[config.mk]
export PLATFORM = sky130hd
export DESIGN_NAME = conversor_bcd_display
export DESIGN_NICKNAME = d
export VERILOG_FILES = /design/src/rtl/conversor_bcd_display.sv
export SDC_FILE = /design/constraint.sdc
export NUM_CORES = 1
export LEC_CHECK = 0
export CAP_MARGIN = 5
export CORE_ASPECT_RATIO = 1.1
export CORE_MARGIN = 2
export CORE_UTILIZATION = 47
export DETAILED_ROUTE_END_ITERATION = 7
export GPL_ROUTABILITY_DRIVEN = 0
export PLACE_DENSITY_LB_ADDON = 0.25
export SETUP_SLACK_MARGIN = 0.1
export SYNTH_ARGS = -nofsm -noshare
export SYNTH_HDL_FRONTEND = slang
export SYNTH_SLANG_ARGS = --single-unit
[constraint.sdc]
create_clock -name clock_fpga -period 2.2 [get_ports clock_fpga]
set_clock_uncertainty 0.2 [all_clocks]
set_input_delay 0.33 -clock clock_fpga [delete_from_list [all_inputs] [get_ports clock_fpga]]
set_output_delay 0.33 -clock clock_fpga [all_outputs]
set_load 0.01 [all_outputs]
[src/rtl/conversor_bcd_display.sv]
// Sequential binary-to-BCD converter (shift-add-3) feeding four 7-segment decoders.
// Define APAGA_ZEROS_EN to blank leading zero digits with COD_APAGADO.
module conversor_bcd_display #(
    parameter int          DATA_WIDTH  = 32,
    parameter int          N_BITS      = 14,
    parameter logic [3:0]  COD_APAGADO = 4'hF
) (
    input  logic                         clock_fpga,
    input  logic                         reset_n,
    input  logic                         inicia,
    input  logic signed [DATA_WIDTH-1:0] valor,
    output logic                         ocupado,
    output logic                         pronto,
    output logic                         negativo,
    output logic                         estouro,
    output logic [3:0]                   dp1,
    output logic [3:0]                   dp2,
    output logic [3:0]                   dp3,
    output logic [3:0]                   dp4
);

    localparam int CNT_W = $clog2(N_BITS + 1);
    localparam logic [DATA_WIDTH-1:0] LIMITE = DATA_WIDTH'(9999);

    typedef enum logic [1:0] {
        OCIOSO,
        CONVERTE,
        CONCLUI
    } estado_t;

    estado_t estado, prox_estado;

    logic [15:0]          bcd;
    logic [N_BITS-1:0]    bin;
    logic [CNT_W-1:0]     contador;
    logic [DATA_WIDTH-1:0] magnitude;
    logic                 acima;
    logic [N_BITS+15:0]   desloc;
    logic [15:0]          saida;

    // Add 3 to every nibble >= 5 so the following shift carries correctly into the next decade.
    function automatic logic [15:0] ajusta(input logic [15:0] b);
        logic [15:0] r;
        r = b;
        for (int i = 0; i < 4; i++) begin
            if (b[i*4 +: 4] >= 4'd5)
                r[i*4 +: 4] = b[i*4 +: 4] + 4'd3;
        end
        return r;
    endfunction

    // Blank leading zeros from the thousands digit down; units digit always shown.
    function automatic logic [15:0] apaga(input logic [15:0] d);
        logic [15:0] r;
        r = d;
        if (d[15:12] == 4'd0) begin
            r[15:12] = COD_APAGADO;
            if (d[11:8] == 4'd0) begin
                r[11:8] = COD_APAGADO;
                if (d[7:4] == 4'd0)
                    r[7:4] = COD_APAGADO;
            end
        end
        return r;
    endfunction

    // Unsigned negation also covers the most negative value: -2^31 becomes 2^31.
    assign magnitude = valor[DATA_WIDTH-1] ? $unsigned(-valor) : $unsigned(valor);
    assign acima     = magnitude > LIMITE;
    assign desloc    = {ajusta(bcd), bin} << 1;

`ifdef APAGA_ZEROS_EN
    assign saida = apaga(bcd);
`else
    assign saida = bcd;
`endif

    assign ocupado = (estado == CONVERTE);

    always_comb begin
        prox_estado = estado;
        case (estado)
            OCIOSO:   if (inicia) prox_estado = CONVERTE;
            CONVERTE: if (contador == CNT_W'(N_BITS - 1)) prox_estado = CONCLUI;
            CONCLUI:  prox_estado = OCIOSO;
            default:  prox_estado = OCIOSO;
        endcase
    end

    always_ff @(posedge clock_fpga or negedge reset_n) begin
        if (!reset_n) begin
            estado   <= OCIOSO;
            bcd      <= '0;
            bin      <= '0;
            contador <= '0;
            pronto   <= 1'b0;
            negativo <= 1'b0;
            estouro  <= 1'b0;
            dp1      <= 4'd0;
            dp2      <= 4'd0;
            dp3      <= 4'd0;
            dp4      <= 4'd0;
        end else begin
            estado <= prox_estado;
            pronto <= 1'b0;
            case (estado)
                OCIOSO: begin
                    if (inicia) begin
                        negativo <= valor[DATA_WIDTH-1];
                        estouro  <= acima;
                        bin      <= acima ? N_BITS'(9999) : magnitude[N_BITS-1:0];
                        bcd      <= '0;
                        contador <= '0;
                    end
                end
                CONVERTE: begin
                    bcd      <= desloc[N_BITS+15:N_BITS];
                    bin      <= desloc[N_BITS-1:0];
                    contador <= contador + 1'b1;
                end
                CONCLUI: begin
                    dp4    <= saida[15:12];
                    dp3    <= saida[11:8];
                    dp2    <= saida[7:4];
                    dp1    <= saida[3:0];
                    pronto <= 1'b1;
                end
                default: ;
            endcase
        end
    end

endmodule
Word-level counts from Yosys, hierarchy flattened
Index checks and enable logic that the tools add are counted.
Cells by class
  $add $sub $neg: 6
  magnitude comparators: 5
  equal/unequal tests: 5
  mux-type cells: 16
  reductions and logical operators: 5
Operators by type and width (count)
  32-bit by 14-bit > comparator with 1-bit output, second input constant: 1
  32-bit two-way mux: 1
  32-bit negation: 1
  16-bit case mux with 2 select lines: 1
  14-bit two-way mux: 2
  14-bit case mux with 2 select lines: 1
  4-bit by 3-bit greater-or-equal comparator with 1-bit output, second input constant: 4
  16-bit two-way mux: 1
  4-bit two-way mux: 4
  4-bit by 2-bit adder with 4-bit output, second input constant: 3
  4-bit case mux with 2 select lines: 1
  2-bit AND reduction: 3
  4-bit by 1-bit adder with 4-bit output, second input constant: 1
  4-bit == test, second input constant: 1
  2-bit two-way mux: 2
  2-bit case mux with 2 select lines: 1
  3-bit by 2-bit adder with 3-bit output, second input constant: 1
  3-bit two-way mux: 1
  2-bit by 1-bit == test with 1-bit output, second input constant: 1
  2-bit == test, second input constant: 1
  2-bit logical NOT: 1
  2-bit by 1-bit inequality test with 1-bit output, second input constant: 1
  2-bit inequality test, second input constant: 1
  2-bit nonzero test: 1
  1-bit two-way mux: 1
Word-level totals
  register bits: 55
  output and inout port bits: 20
  word-level logic and storage cells: 48

Longest topological paths before layout
Gate-level depths: netlist of the first run.
  word-level depth: 6
  mapped depth: 11
  gate-level depth less buffers: 9

Least setup slack after synthesis of the first run
OpenSTA, ideal clock, no wires.
  kind: in2reg
  start: input valor[4]
  end: register bin[2]
  library setup time: 130 ps
  arrival time: 2512 ps
  data required time: 1870 ps
  setup slack: -643 ps
  cell stages on the path: 10
  path through: buf_6 -> or4_4 -> buf_6 -> nor4_4 -> a31oi_1 -> a311o_1 -> nor4_4 -> and4_1 -> buf_4 -> a31oi_1
Between the ends
  word-level cells in the longest chain between the ends: 6
Ends and longest elaborated chain
  from (decl): RTL line 11  | input logic signed [DATA_WIDTH-1:0] valor,
  32-bit negation: RTL line 68  | assign magnitude = valor[DATA_WIDTH-1] ? $unsigned(-valor) : $unsigned(valor);
  32-bit two-way mux *: RTL line 68
  32-bit by 14-bit > comparator with 1-bit output *: RTL line 69  | assign acima = magnitude > LIMITE;
  14-bit two-way mux *: RTL line 111  | bin <= acima ? N_BITS'(9999) : magnitude[N_BITS-1:0];
  14-bit two-way mux *: RTL line 108  | if (inicia) begin
  14-bit case mux with 2 select lines *: RTL line 106  | case (estado)
  to (signal assigned): RTL line 111
  to (signal assigned): RTL line 118  | bin <= desloc[N_BITS-1:0];
  to (decl): RTL line 34  | logic [N_BITS-1:0] bin;
Every way passes the cells marked *; elsewhere a longest branch is shown, timed or not. The select of a mux whose other input is x is not followed.
A chain may end at the register's enable or synchronous reset.

Worst setup path after layout of the first run
  start: input valor[11]
  end: register bin[2]
The elaborated chain is that of the path after synthesis.

==> run_results.csv, run 1 <==
group,metric,value,unit
sta,period_share,129,%
floorplan,die_h,94.3,um
floorplan,start_util,49.2,%
global_route,grt-busiest-layer,"met2",
worst_setup_path,worstPathMaxFanout,5,
yosys,synth_fp_nets,432,
status,status,"finished with violations",
route,drt-vias-per-instance,5.89,
sta,finalSetupViolations,15,
sta,whs,0.287,ns
job,cap_violations,0,
global_route,use_met3,2.28,%
floorplan,rows,32,
global_route,antenna_found_initial,0,
finish,fin_area,0.00514,mm^2
worst_setup_path,crit_path_start_kind,"input port",
global_route,grt_pass1_vias,3488,
floorplan,die_area,0.00812,mm^2
clock_network,root_buffer,"clkbuf_8",
global_route,grt_use_met1,27.9,%
yosys,post_synth_inst_count,386,
power_and_ir_drop,p_leak,2.26,nW
global_route,met2_usage,44.1,%
finish,fillers,554,
sta,finalHoldViolations,0,
clock_network,cts.sinks,55,
clock_network,clk_pin_slew_worst_paths,0.09,ns
sta,setup_slack,-0.630,ns
worst_setup_path,cp.arrival,2.81,ns
yosys,synth_area_leader_cell,"dfrtp_1",
place,dp_hpwl,7.13,mm
route,first_pass_iters,5,
worst_setup_path,startpoint,"valor[11]",
status,violations,"negative setup slack",
clock_network,cts_tree,"yes",
yosys,synth_seq_cells,55,
finish,fin_nets,576,
global_route,grt_pass1_wl,15.4,mm
route,drc,0,
finish,final_cell_mix,"buf_4, dfrtp_1, clkdlybuf4s50_1",
floorplan,die_x,86.1,um
global_route,grt-ovfl-total,0,
power_and_ir_drop,p_per_area,876,mW/mm^2
sta,slew_violations,0,
floorplan,ios,55,
worst_setup_path,crit_slowest_cell,"a2111oi_4",
worst_setup_path,crit_type,"in2reg",
sta,relSlewSlack,55.4,%
finish,diodes,0,
yosys,ys_async_sr_fraction,100,%
sta,max_freq,0.353,GHz
sta,rsz0062_at_grt,"true",
yosys,synth_edf_count,0,
yosys,syn_area_per_cell,9.02,um^2
worst_setup_path,r2r_start,"bcd[8]$_DFFE_PN0P_",
min_path,hold_path_class,"reg2reg",
place,numPortBuffers,54,
sta,period_minus_slack,2.83,ns
clock_network,clk_latency,0.30,ns
worst_setup_path,slowest_delay,0.48,ns
route,wl_per_cell,15.4,um
route,ant_nets,0,
worst_setup_path,cp_data_required_time,2.18,ns
finish,syn_to_final_growth,47.4,%
yosys,synth_top_area_share,39.5,%
route,vias,3629,
min_path,min_from,"dp3[1]$_DFFE_PN0P_",
floorplan,core,0.00709,mm^2
yosys,ys_warn_count,0,
finish,drive_gt1_share,31.6,%
yosys,ys.flop_type,"dfrtp_1",
power_and_ir_drop,peakVddDrop,371,uV
clock_network,cts_buffers,5,
yosys,ys_top_cells_by_area,"dfrtp_1, ha_1, o21ai_0",
route,drt-total-wl,9.51,mm
route,drtIter0Drc,192,
yosys,syn_area,0.00348,mm^2
worst_setup_path,endpoint_kind,"register",
clock_network,htreeDepth,2,
clock_network,cts_max_path_buffers,2,
finish,layout_commonest_cell,"buf_4",
global_route,grt_max_degree,56,
sta,worst_slew_pin_slew,0.669,ns
yosys,seq_area_frac_synth,39.5,%
global_route,gr-usage-all-layers,23.4,%
place,post_dp_cell_area,0.00473,mm^2
worst_setup_path,path_cells,"dlygate4sd2_1 > buf_6 > nor4_4 > buf_4 > nand4_1 > nor3_2 > a31oi_1 > a2111oi_4 > and4_4 > buf_6 > a31oi_1",
yosys,ys_types,53,
## per-stage QoR
stage	total power [mW]	worst slack [ns]	util [%]	setup TNS (ns)	instances
floorplan	3.01	-0.601	-	-8.37	386
global placement	3.75	-1.19	66.7	-17.33	592
detailed placement	3.87	-1.31	66.7	-18.90	592
CTS	4.50	-0.580	70.7	-7.92	612
global route	4.87	-0.728	72.5	-10.37	616
finish	4.50	-0.630	72.5	-8.62	616
## flip-flops by register name, indices dropped and copies added (netlist names)
| name | cells |
|---|---|
| estouro | 1 |
| dp3 | 4 |
| dp4 | 4 |
| contador | 4 |
| bin | 14 |
| dp2 | 4 |
| estado | 2 |
| negativo | 1 |
| bcd | 16 |
| pronto | 1 |
| dp1 | 4 |
## cell usage after synthesis, types with 3 or more instances
cell type,number
xnor2_1,9
o21ai_0,24
o22ai_1,12
clkbuf_1,18
or4_1,4
nor4_4,3
inv_1,21
nor4_1,10
a22oi_1,5
nor2_1,32
nand2b_1,6
nand3_1,9
a311o_1,3
mux2_2,8
or3_1,3
o32ai_1,4
dfrtp_1,55
xor2_1,11
nand4_1,9
o31ai_1,16
a31oi_1,11
nand2_1,27
a32o_1,4
nor3_1,12
a21oi_1,21
a41oi_1,3
o41ai_1,4
ha_1,11
## worst paths after layout
path                                         to  slack (ns)  cells past startpoint
setup / recovery             bin[2]$_DFFE_PN0P_       -0.63                     11
hold / removal               dp3[1]$_DFFE_PN0P_        0.29                      2
setup reg to reg             bcd[9]$_DFFE_PN0P_        0.37                      6
hold reg to reg              dp3[1]$_DFFE_PN0P_        0.29                      2
max in group asynchronous    dp1[3]$_DFFE_PN0P_        0.88                      3
min in group asynchronous  negativo$_DFFE_PN0P_        0.46                      3
## report_power, final
part,switching (mW),internal [mW]
Combinational,1.11,1.08
Sequential,0.286,1.43
Clock,0.299,0.288
Total,1.70,2.80
## cell families after synthesis
kind of cell / share of synthesized area, %
compound gates: 23.2
buf+inv: 5.42
xor+xnor: 5.03
simple gates: 20.3
fa+ha+maj: 3.95
mux: 2.59
flops: 39.5
## worst max-delay path: cells and delay by family
kind | cells | cell delay (ns)
AND/OR/NAND/NOR | 4 | 1.08
AO/OA/AOI/OAI | 3 | 0.73
buffers and inverters | 4 | 0.67
## metal layers
metal	wire length [um]	share of wire (%)
met3	454	4.8
met4	210	2.2
met5	0	0
met1	3890	41
met2	4960	52
## final cells by class
class | instances | area, um^2 | area share, %
Multi-Input combinational cell | 286 | 2110 | 41.1
Tap cell | 85 | 106 | 2.07
Timing Repair Buffer | 161 | 1350 | 26.3
Sequential cell | 55 | 1380 | 26.8
Inverter | 21 | 93.8 | 1.83
Clock buffer | 8 | 100 | 1.95
## repair_timing
action                                  4_1_cts  5_1_grt
buffers inserted                             11        4
hold buffers                                  1        0
endpoints found under the setup margin       15       16
endpoints found under the hold margin        55        0
pin swaps                                    23       19
gates cloned                                  0        1
resized for setup                            51       43
Power figures use the tool's default switching activity.
==> run 2: changes to the inputs <==
--- a/config.mk
+++ b/config.mk
@@ -9,10 +9,11 @@
 export CORE_ASPECT_RATIO = 1.1
 export CORE_MARGIN = 2
 export CORE_UTILIZATION = 47
+export CTS_CLUSTER_SIZE = 10
 export DETAILED_ROUTE_END_ITERATION = 7
 export GPL_ROUTABILITY_DRIVEN = 0
 export PLACE_DENSITY_LB_ADDON = 0.25
-export SETUP_SLACK_MARGIN = 0.1
+export SETUP_SLACK_MARGIN = 0.5
 export SYNTH_ARGS = -nofsm -noshare
 export SYNTH_HDL_FRONTEND = slang
 export SYNTH_SLANG_ARGS = --single-unit
==> run 2 against run 1 <==
Against the previous run:
- the flow still finishes with violations (negative setup slack)
- critical path depth is 2 higher
- wire length is 1.4% higher
- core utilization is 0.97 points higher
- total power is 2.8% higher
- sequential cell count stayed put
- register-to-register slack better by 0.07 ns
- sequential share of layout area is 0.35 points lower
- via count hardly changed
- sequential power is 2% higher
- clock-buffer cell count stayed put
- largest power group unchanged
==> run_results.csv, run 2 (synthesized netlist as in run 1, its figures left out) <==
group,metric,value,unit
finish,syn_to_final_growth,49.4,%
sta,rsz0062_at_grt,"true",
clock_network,cts_max_path_buffers,2,
floorplan,die_x,86.1,um
sta,period_minus_slack,2.84,ns
clock_network,root_buffer,"clkbuf_8",
worst_setup_path,slowest_delay,0.41,ns
clock_network,cts_buffers,5,
global_route,grt_max_degree,56,
route,wl_met2,5.18,mm
global_route,grt-ovfl-total,0,
worst_setup_path,path_cells,"buf_6 > buf_8 > inv_12 > ha_4 > or3b_4 > nor4_4 > buf_4 > nand4_1 > a311o_1 > nor4_4 > buf_4 > nand4_4 > o31ai_2",
finish,layout_commonest_cell,"buf_4",
power_and_ir_drop,peakVddDrop,383,uV
clock_network,cts_tree,"yes",
sta,worst_slew_pin_slew,0.669,ns
route,maxUsedRoutingLayer,"met4",
global_route,antenna_found_initial,0,
sta,fin_setup_tns,-8.67,ns
power_and_ir_drop,fin_total_pwr,4.63,mW
worst_setup_path,crit_slowest_cell,"or3b_4",
place,dp_hpwl,7.13,mm
route,vias,3628,
power_and_ir_drop,p_leak,2.35,nW
sta,period_share,129,%
worst_setup_path,cp_data_required_time,2.21,ns
finish,largest_register,"bcd",
route,wl_met3,390,um
floorplan,rows,32,
finish,fin_util,73.4,%
finish,fin_nets,583,
worst_setup_path,crit_path_start_kind,"input port",
floorplan,die_area,0.00812,mm^2
global_route,grt_pass1_wl,15.7,mm
route,drc,0,
worst_setup_path,critPathBufInv,5,
finish,largestRegisters,"bcd x16, bin x14",
floorplan,core,0.00709,mm^2
worst_setup_path,crit_type,"in2reg",
power_and_ir_drop,p_clk_share,12.6,%
power_and_ir_drop,sequentialPowerShare,38.0,%
route,ant_nets,0,
route,drt-vias-per-instance,5.82,
floorplan,ios,55,
worst_setup_path,cp.arrival,2.85,ns
sta,setup_slack,-0.639,ns
floorplan,die_h,94.3,um
finish,diodes,0,
route,drtIter0Drc,194,
sta,slew_violations,0,
power_and_ir_drop,power_frac_comb,49.3,%
sta,relSlewSlack,55.4,%
min_path,hold_path_class,"reg2reg",
clock_network,clk_latency,0.30,ns
power_and_ir_drop,power_switching,1.80,mW
power_and_ir_drop,intPower,2.83,mW
route,first_pass_iters,4,
floorplan,start_util,49.2,%
route,wl_met1,3.90,mm
clock_network,cts.sinks,55,
global_route,gr-usage-all-layers,23.8,%
power_and_ir_drop,switching_share,38.8,%
status,violations,"negative setup slack",
finish,final_cell_mix,"buf_4, dfrtp_1, nor2_1",
job,cap_violations,0,
route,drt-total-wl,9.65,mm
global_route,grt_pass1_vias,3504,
clock_network,clk_pin_slew_worst_paths,0.09,ns
route,wl_per_cell,15.5,um
power_and_ir_drop,p_per_area,889,mW/mm^2
finish,largest_register_ffs,16,
worst_setup_path,cp_top_family,"simple AND/OR/NAND/NOR gates",
worst_setup_path,worstPathMaxFanout,5,
worst_setup_path,endpoint_kind,"register",
clock_network,htreeDepth,2,
sta,finalHoldViolations,0,
finish,drive_gt1_share,35.7,%
status,status,"finished with violations",
sta,finalSetupViolations,15,
sta,max_freq,0.352,GHz
place,numPortBuffers,54,
[run 2: cell types whose count changed in the layout (fill, tap and decap cells not counted), sizes merged]
cell,previous run,this run
clkdlybuf4s50,33,17
dlygate4sd2,3,24
dlymetal6s2s,4,1
buf,114,119
[run 2: cell type report]
type | instances | area, um^2
Clock buffer | 8 | 100
Fill cell | 554 | 1880
Inverter | 21 | 93.8
Multi-Input combinational cell | 286 | 2170
Sequential cell | 55 | 1380
Tap cell | 85 | 106
Timing Repair Buffer | 168 | 1360
[run 2: power groups by stage]
| stage | Combinational [mW] | Clock, mW | Sequential, mW |
|---|---|---|---|
| final | 2.28 | 0.585 | 1.76 |
| after global routing | 2.54 | 0.641 | 1.82 |
| after CTS | 2.13 | 0.603 | 1.73 |
| after detailed placement | 2.13 | 0 | 1.74 |
| after global placement | 2.04 | 0 | 1.71 |
| after floorplan | 1.29 | 0 | 1.73 |
[run 2: stage by stage]
step / setup slack (ns) / std cells / instance area, um^2 / hold WS [ns]
2_1_floorplan: -0.601 / 386 / 3520 / -0.166
3_3_place_gp: -1.19 / 592 / 4730 / 0.262
3_5_place_dp: -1.31 / 592 / 4730 / 0.270
4_1_cts: -0.580 / 613 / 5030 / 0.284
5_1_grt: -0.733 / 623 / 5200 / 0.319
6_report: -0.639 / 623 / 5200 / 0.280
[run 2: path summary, 6_finish.rpt]
path | startpoint | end | slack, ns | cells after the start
min reg2reg | dp3[1]$_DFFE_PN0P_ | dp3[1]$_DFFE_PN0P_ | 0.28 | 2
min in group asynchronous | reset_n | contador[3]$_DFFE_PN0P_ | 0.47 | 3
max in group asynchronous | reset_n | dp1[2]$_DFFE_PN0P_ | 0.88 | 3
max | valor[1] | bin[4]$_DFFE_PN0P_ | -0.64 | 13
max reg2reg | estado[1]$_DFFE_PN0P_ | bin[2]$_DFFE_PN0P_ | 0.44 | 6
min | dp3[1]$_DFFE_PN0P_ | dp3[1]$_DFFE_PN0P_ | 0.28 | 2
[run 2: repair_timing]
| item | in CTS | in global routing |
|---|---|---|
| hold buffers | 1 | 0 |
| endpoints found under the setup margin | 42 | 25 |
| buffers inserted | 12 | 9 |
| pin swaps | 23 | 18 |
| hold endpoints to repair | 55 | 0 |
| resized for setup | 79 | 43 |
| gates cloned | 0 | 1 |
[run 2: worst register-to-register path, delay by kind of cell (launching register included)]
family / cells / cell delay [ns]
flops: 1 / 0.42
simple gates: 3 / 0.65
compound gates: 1 / 0.08
buf+inv: 2 / 0.29
[run 2: layer usage]
layer,track usage [%],vias to the layer above
met5,0,-
met4,7.01,0
met3,2.46,22
met2,44.5,127
met1,28.3,1720
li1,-,1759
==> patch 1 (flow settings as in run 2) <==
The parameter `N_BITS` goes from 14 to 12.
--- a/src/rtl/conversor_bcd_display.sv
+++ b/src/rtl/conversor_bcd_display.sv
@@ -4,3 +4,3 @@
     parameter int          DATA_WIDTH  = 32,
-    parameter int          N_BITS      = 14,
+    parameter int          N_BITS      = 12,
     parameter logic [3:0]  COD_APAGADO = 4'hF
Function: same outputs for any inputs over 10 cycles, from zero or initial values and one cycle with reset_n low; that may be too few to reach the edited logic, so the function may still have changed.
==> patch 1 against run 2 <==
  * The flow still finishes with violations (setup timing)
  * Total power down 5.8%
  * Worst setup slack better by 0.18 ns
  * Sequential share of layout area up 0.31 points
  * Critical path depth is 4 lower
  * Clock power shrank 6.0%
  * Final area fell by 4.8%
  * Sequential cell count shrank 2
  * Wire length rose by 5.3%
  * Die area fell by 1.5%
  * Synthesized cell count shrank 1.6%
  * Synthesized area is 1.5% lower
  * Worst hold slack lost 0.050 ns
  * Critical endpoint is now bin[5]$_DFFE_PN0P_
==> patch 1: results (changes against run 2) <==
metric	value	unit	change
place_hpwl	7.209	mm	+1.1%
sequential_cell_area	1326	sq um	-3.6%
worst_ir_drop_vdd	0.6511	mV	+70%
registers_with_the_most_flip_flops	bcd: 16 flops, bin: 12 flops		
minimum_setup_slack_in_the_final_design	-0.4628	ns	+0.1759 ns
worst-path-max-fanout	6		+1
critical_path.reg2reg.startpoint	estado[1]$_DFFE_PN0P_		
synthesis.nets	425		-1.6%
final_layout_size_suffix_gt1_share	36.15	%	+0.46 points
hold_removal_path_class	in2reg		
h_tree_levels	2		unchanged
regToRegEndpoint	bin[4]$_DFFE_PN0P_		
numCtsBuffers	5		unchanged
status	finished with violations		
violations_in_the_final_reports	setup timing		
grt_start_max_net_pins	29		-48%
grt_first_pass_wirelength	16.83	mm	+7.4%
wl	10.17	mm	+5.3%
synth_async_sr_flop_share	100.0	%	unchanged
worst-r2r-cell-count	5		-1
num-fill-cells	557		+0.54%
first_pass_iters	6		+2
min-delay-start	valor[0]		
tightest_slew	0.5916	ns	-0.07754 ns
ys_warn_count	0		unchanged
synth_cell_types	66		+25%
delay_of_the_slowest_cell_on_the_worst_path	0.55	ns	+0.14 ns
grt_antenna_before_repair	0		unchanged
post_dp_cell_area	4563	sq um	-3.4%
groute.usage.overall	26.05	%	+2.3 points
clk-insertion-delay-late	0.30	ns	about the same
synth_ff_type	sky130_fd_sc_hd__dfrtp_1		
average_vias_per_placed_instance	6.104		+4.8%
num_antenna_cells	0		unchanged
cts.reportedPaths.clkPinSlew	0.09	ns	about the same
static-leakage-power	2.165	nW	-7.7%
yosysSeqAreaShare	38.67	%	-0.84 points
min_delay_worst_endpoint	bin[0]$_DFFE_PN0P_		
rrSetupSlack	0.43	ns	
synth_commonest_cells	sky130_fd_sc_hd__dfrtp_1 (53), sky130_fd_sc_hd__nand2_1 (31), sky130_fd_sc_hd__nor2_1 (25), sky130_fd_sc_hd__o21ai_0 (25), sky130_fd_sc_hd__inv_1 (21)		
critical-path-slowest-cell	sky130_fd_sc_hd__or4b_4		
cts.root.buffer_cell	sky130_fd_sc_hd__clkbuf_8		
synth.area.top_cells	sky130_fd_sc_hd__dfrtp_1 (39%), sky130_fd_sc_hd__ha_1 (3.6%), sky130_fd_sc_hd__o21ai_0 (3.6%)		
data_arrival_time_of_the_critical_path	2.71	ns	-0.14 ns
io_buffer_count	54		unchanged
worst_hold_path.num_cells	4		+2
drtIter0Drc	293		+51%
fin_nets	554		-5.0%
setup-violations-final	13		-2
-- patch 1: layout make-up --
cell class | instances | share of cell area, %
clock buffers | 7 | 1.742
multi-input cells | 283 | 44.22
inverters | 21 | 1.792
well taps | 85 | 2.145
repair buffers | 145 | 23.35
flip-flops and latches | 53 | 26.75
-- patch 1: stage by stage --
stage | std cells | hold WS [ns] | total power [W] | setup WS [ns] | TNS (ns)
2_1_floorplan | 380 | -0.1656 | 0.002913 | -0.6867 | -8.523
3_3_place_gp | 572 | 0.1672 | 0.003626 | -1.268 | -16.36
3_5_place_dp | 572 | 0.1703 | 0.003732 | -1.363 | -17.40
4_1_cts | 588 | 0.2830 | 0.004217 | -0.5402 | -6.842
6_report | 594 | 0.2300 | 0.004359 | -0.4628 | -5.707
5_1_grt | 594 | 0.2410 | 0.004719 | -0.5353 | -6.623
-- patch 1: cell families (layout without fill, tap and decap cells) --
kind of cell / after synthesis / after routing / share of synthesized area (%)
flops: 53 / 53 / 38.67
compound gates: 112 / 112 / 22.73
mux: 8 / 8 / 2.627
simple gates: 131 / 132 / 21.38
buf+inv: 45 / 173 / 5.582
fa+ha+maj: 10 / 10 / 3.648
xor+xnor: 21 / 21 / 5.363
-- patch 1: power breakdown --
part           switching [W]  leakage (nW)  total [W]  internal, W
clock               0.000299        0.0443   0.000550     0.000250
combinational        0.00107          1.47    0.00211      0.00104
sequential          0.000303         0.651    0.00170      0.00140
-- patch 1: worst max-delay path by stage --
| stage | startpoint | endpoint | slack [ns] | cells past startpoint |
|---|---|---|---|---|
| after floorplan | valor[17] | bin[10]$_DFFE_PN0P_ | -0.69 | 10 |
| after global placement | valor[1] | bin[6]$_DFFE_PN0P_ | -1.27 | 12 |
| after detailed placement | valor[1] | bin[0]$_DFFE_PN0P_ | -1.36 | 12 |
| after CTS | valor[15] | bin[6]$_DFFE_PN0P_ | -0.54 | 9 |
| after global routing | valor[1] | bin[10]$_DFFE_PN0P_ | -0.54 | 12 |
| final | valor[6] | bin[5]$_DFFE_PN0P_ | -0.46 | 9 |
-- patch 1: what timing repair did --
action	CTS	global route
gates cloned	1	0
endpoints found under the hold margin	25	0
pin swaps	36	37
resized for setup	107	72
setup endpoints to repair	39	23
hold buffers	1	0
buffers inserted	7	6
-- patch 1: worst max-delay path, delay by kind of cell --
kind                   cells  cell delay (ns)
AO/OA/AOI/OAI              3             0.67
buffers and inverters      1             0.29
AND/OR/NAND/NOR            5             1.44
-- patch 1: metal layers --
layer  up-vias  GRT usage [%]  wire [microns]
met4         0          15.21             549
met1      1705          31.25            3894
met5         -              0               0
met2       182          44.79            5166
li1       1683              -               -
met3        56          3.001             553
==> patch 2 (config.mk and constraints of run 2) <==
Made on the original files. Re-encode `estado_t` (3 values) as one-hot, 3 bits wide.
--- a/src/rtl/conversor_bcd_display.sv
+++ b/src/rtl/conversor_bcd_display.sv
@@ -24,6 +24,6 @@
 
-    typedef enum logic [1:0] {
-        OCIOSO,
-        CONVERTE,
-        CONCLUI
+    typedef enum logic [2:0] {
+        OCIOSO   = 3'b001,
+        CONVERTE = 3'b010,
+        CONCLUI  = 3'b100
     } estado_t;
Formal check against the unedited RTL: same outputs for any inputs over 10 cycles, from zero or initial values and one cycle with reset_n low; not proved beyond that.
==> patch 2 against run 2 <==
  * The run still ends with setup timing left
  * Synthesized area rose by 4.7%
  * Clock power is 15% higher
  * First-iteration DRC count increased by 30%
  * Total power down 16%
  * Final area grew 17%
  * Die area increased by 4.5%
  * Utilization up 8.1 points
  * Sequential cell count rose by 1
  * Worst setup slack better by 0.038 ns
  * Wire length increased by 28%
  * Critical endpoint is now bin[3]$_DFFE_PN0P_
  * Largest power group unchanged
  * Highest routed layer unchanged
==> patch 2: results (changes against run 2) <==
metric	value	unit	change
status	finished with violations		
violations_in_the_final_reports	setup timing		
worst_ir_drop_vdd	0.2947	mV	-23%
place_hpwl	6.994	mm	-1.9%
cpLargestDelayFamily	compound AO/OA/AOI/OAI gates		
synth-adder-area-share	3.772	%	-0.18 points
minimum_setup_slack_in_the_final_design	-0.6011	ns	+0.03759 ns
ctsResizeCount	170		+120%
delay_of_the_slowest_cell_on_the_worst_path	0.54	ns	+0.13 ns
gr-usage-met2	52.21	%	+7.7 points
grt_start_max_net_pins	38		-32%
first_global_vias	3737		+6.6%
met3WireLength	408	microns	+4.6%
setup-tns-final	-6.654	ns	+2.011 ns
synthXorXnorAreaFrac	4.801	%	-0.23 points
num-fill-cells	430		-22%
groute.usage.overall	26.30	%	+2.5 points
comb_power	0.00188	W	-18%
post_cts.repair.setup_buffers	24		+12
final_cell_count_no_fill	657		+5.5%
detailroute.wirelength.met2	6.862	mm	+33%
setup-violations-final	15		unchanged
fin_nets	597		+2.4%
proportion_of_synthesized_area_in_mux_cells	5.213	%	+2.6 points
timing.hold.ws	0.1906	ns	-0.08970 ns
pwr-share-comb	48.5	%	-0.8 points
rrSetupSlack	-0.03	ns	-0.47 ns
sw_frac_of_total	35.97	%	-2.9 points
drtIter0Drc	253		+30%
synth_compound_area_share	20.61	%	-2.6 points
-- patch 2: cell types whose count changed in the layout (fill, tap and decap cells not counted), sizes merged, moves of 8 or more --
cell and delta:
a31oi -10, buf +12, clkdlybuf4s50 -13, mux2 +8, nand2 +14, nor2 -18, o21ai +8, o22ai -11
-- patch 2: final cells by class --
type                            instances  area [sq um]  area share, %
Clock buffer                            6         72.57          1.191
Clock inverter                          2         35.03         0.5751
Inverter                               19         73.82          1.212
Multi-Input combinational cell        287          2654          43.56
Sequential cell                        56          1408          23.11
Tap cell                              105         131.4          2.157
Timing Repair Buffer                  182          1718          28.20
-- patch 2: kinds of logic (layout without fill, tap and decap cells) --
kind of cell,Yosys count,count (layout)
buffers and inverters,42,209
adder cells (fa/ha/maj),11,11
AO/OA/AOI/OAI,106,106
multiplexers,17,17
flip-flops,56,56
XOR/XNOR,20,20
AND/OR/NAND/NOR,133,133
-- patch 2: path summary, 6_finish.rpt --
kind                                  startpoint                      end  depth (start not counted)
max in group asynchronous                reset_n       bcd[4]$_DFFE_PN0P_                          3
setup / recovery                        valor[0]       bin[3]$_DFFE_PN0P_                         11
hold reg to reg             negativo$_DFFE_PN0P_     negativo$_DFFE_PN0P_                          2
setup reg to reg           estado[2]$_DFFE_PN0P_       bin[3]$_DFFE_PN0P_                          8
hold / removal                          valor[0]       bin[0]$_DFFE_PN0P_                          4
min in group asynchronous                reset_n  contador[3]$_DFFE_PN0P_                          2
-- patch 2: worst register-to-register path, delay by kind of cell (launching register included) --
family	cells	cell delay, ns
DFF	1	0.42
buffers and inverters	3	0.48
and+or+nand+nor	2	0.42
AOI/OAI and AO/OA	3	0.58
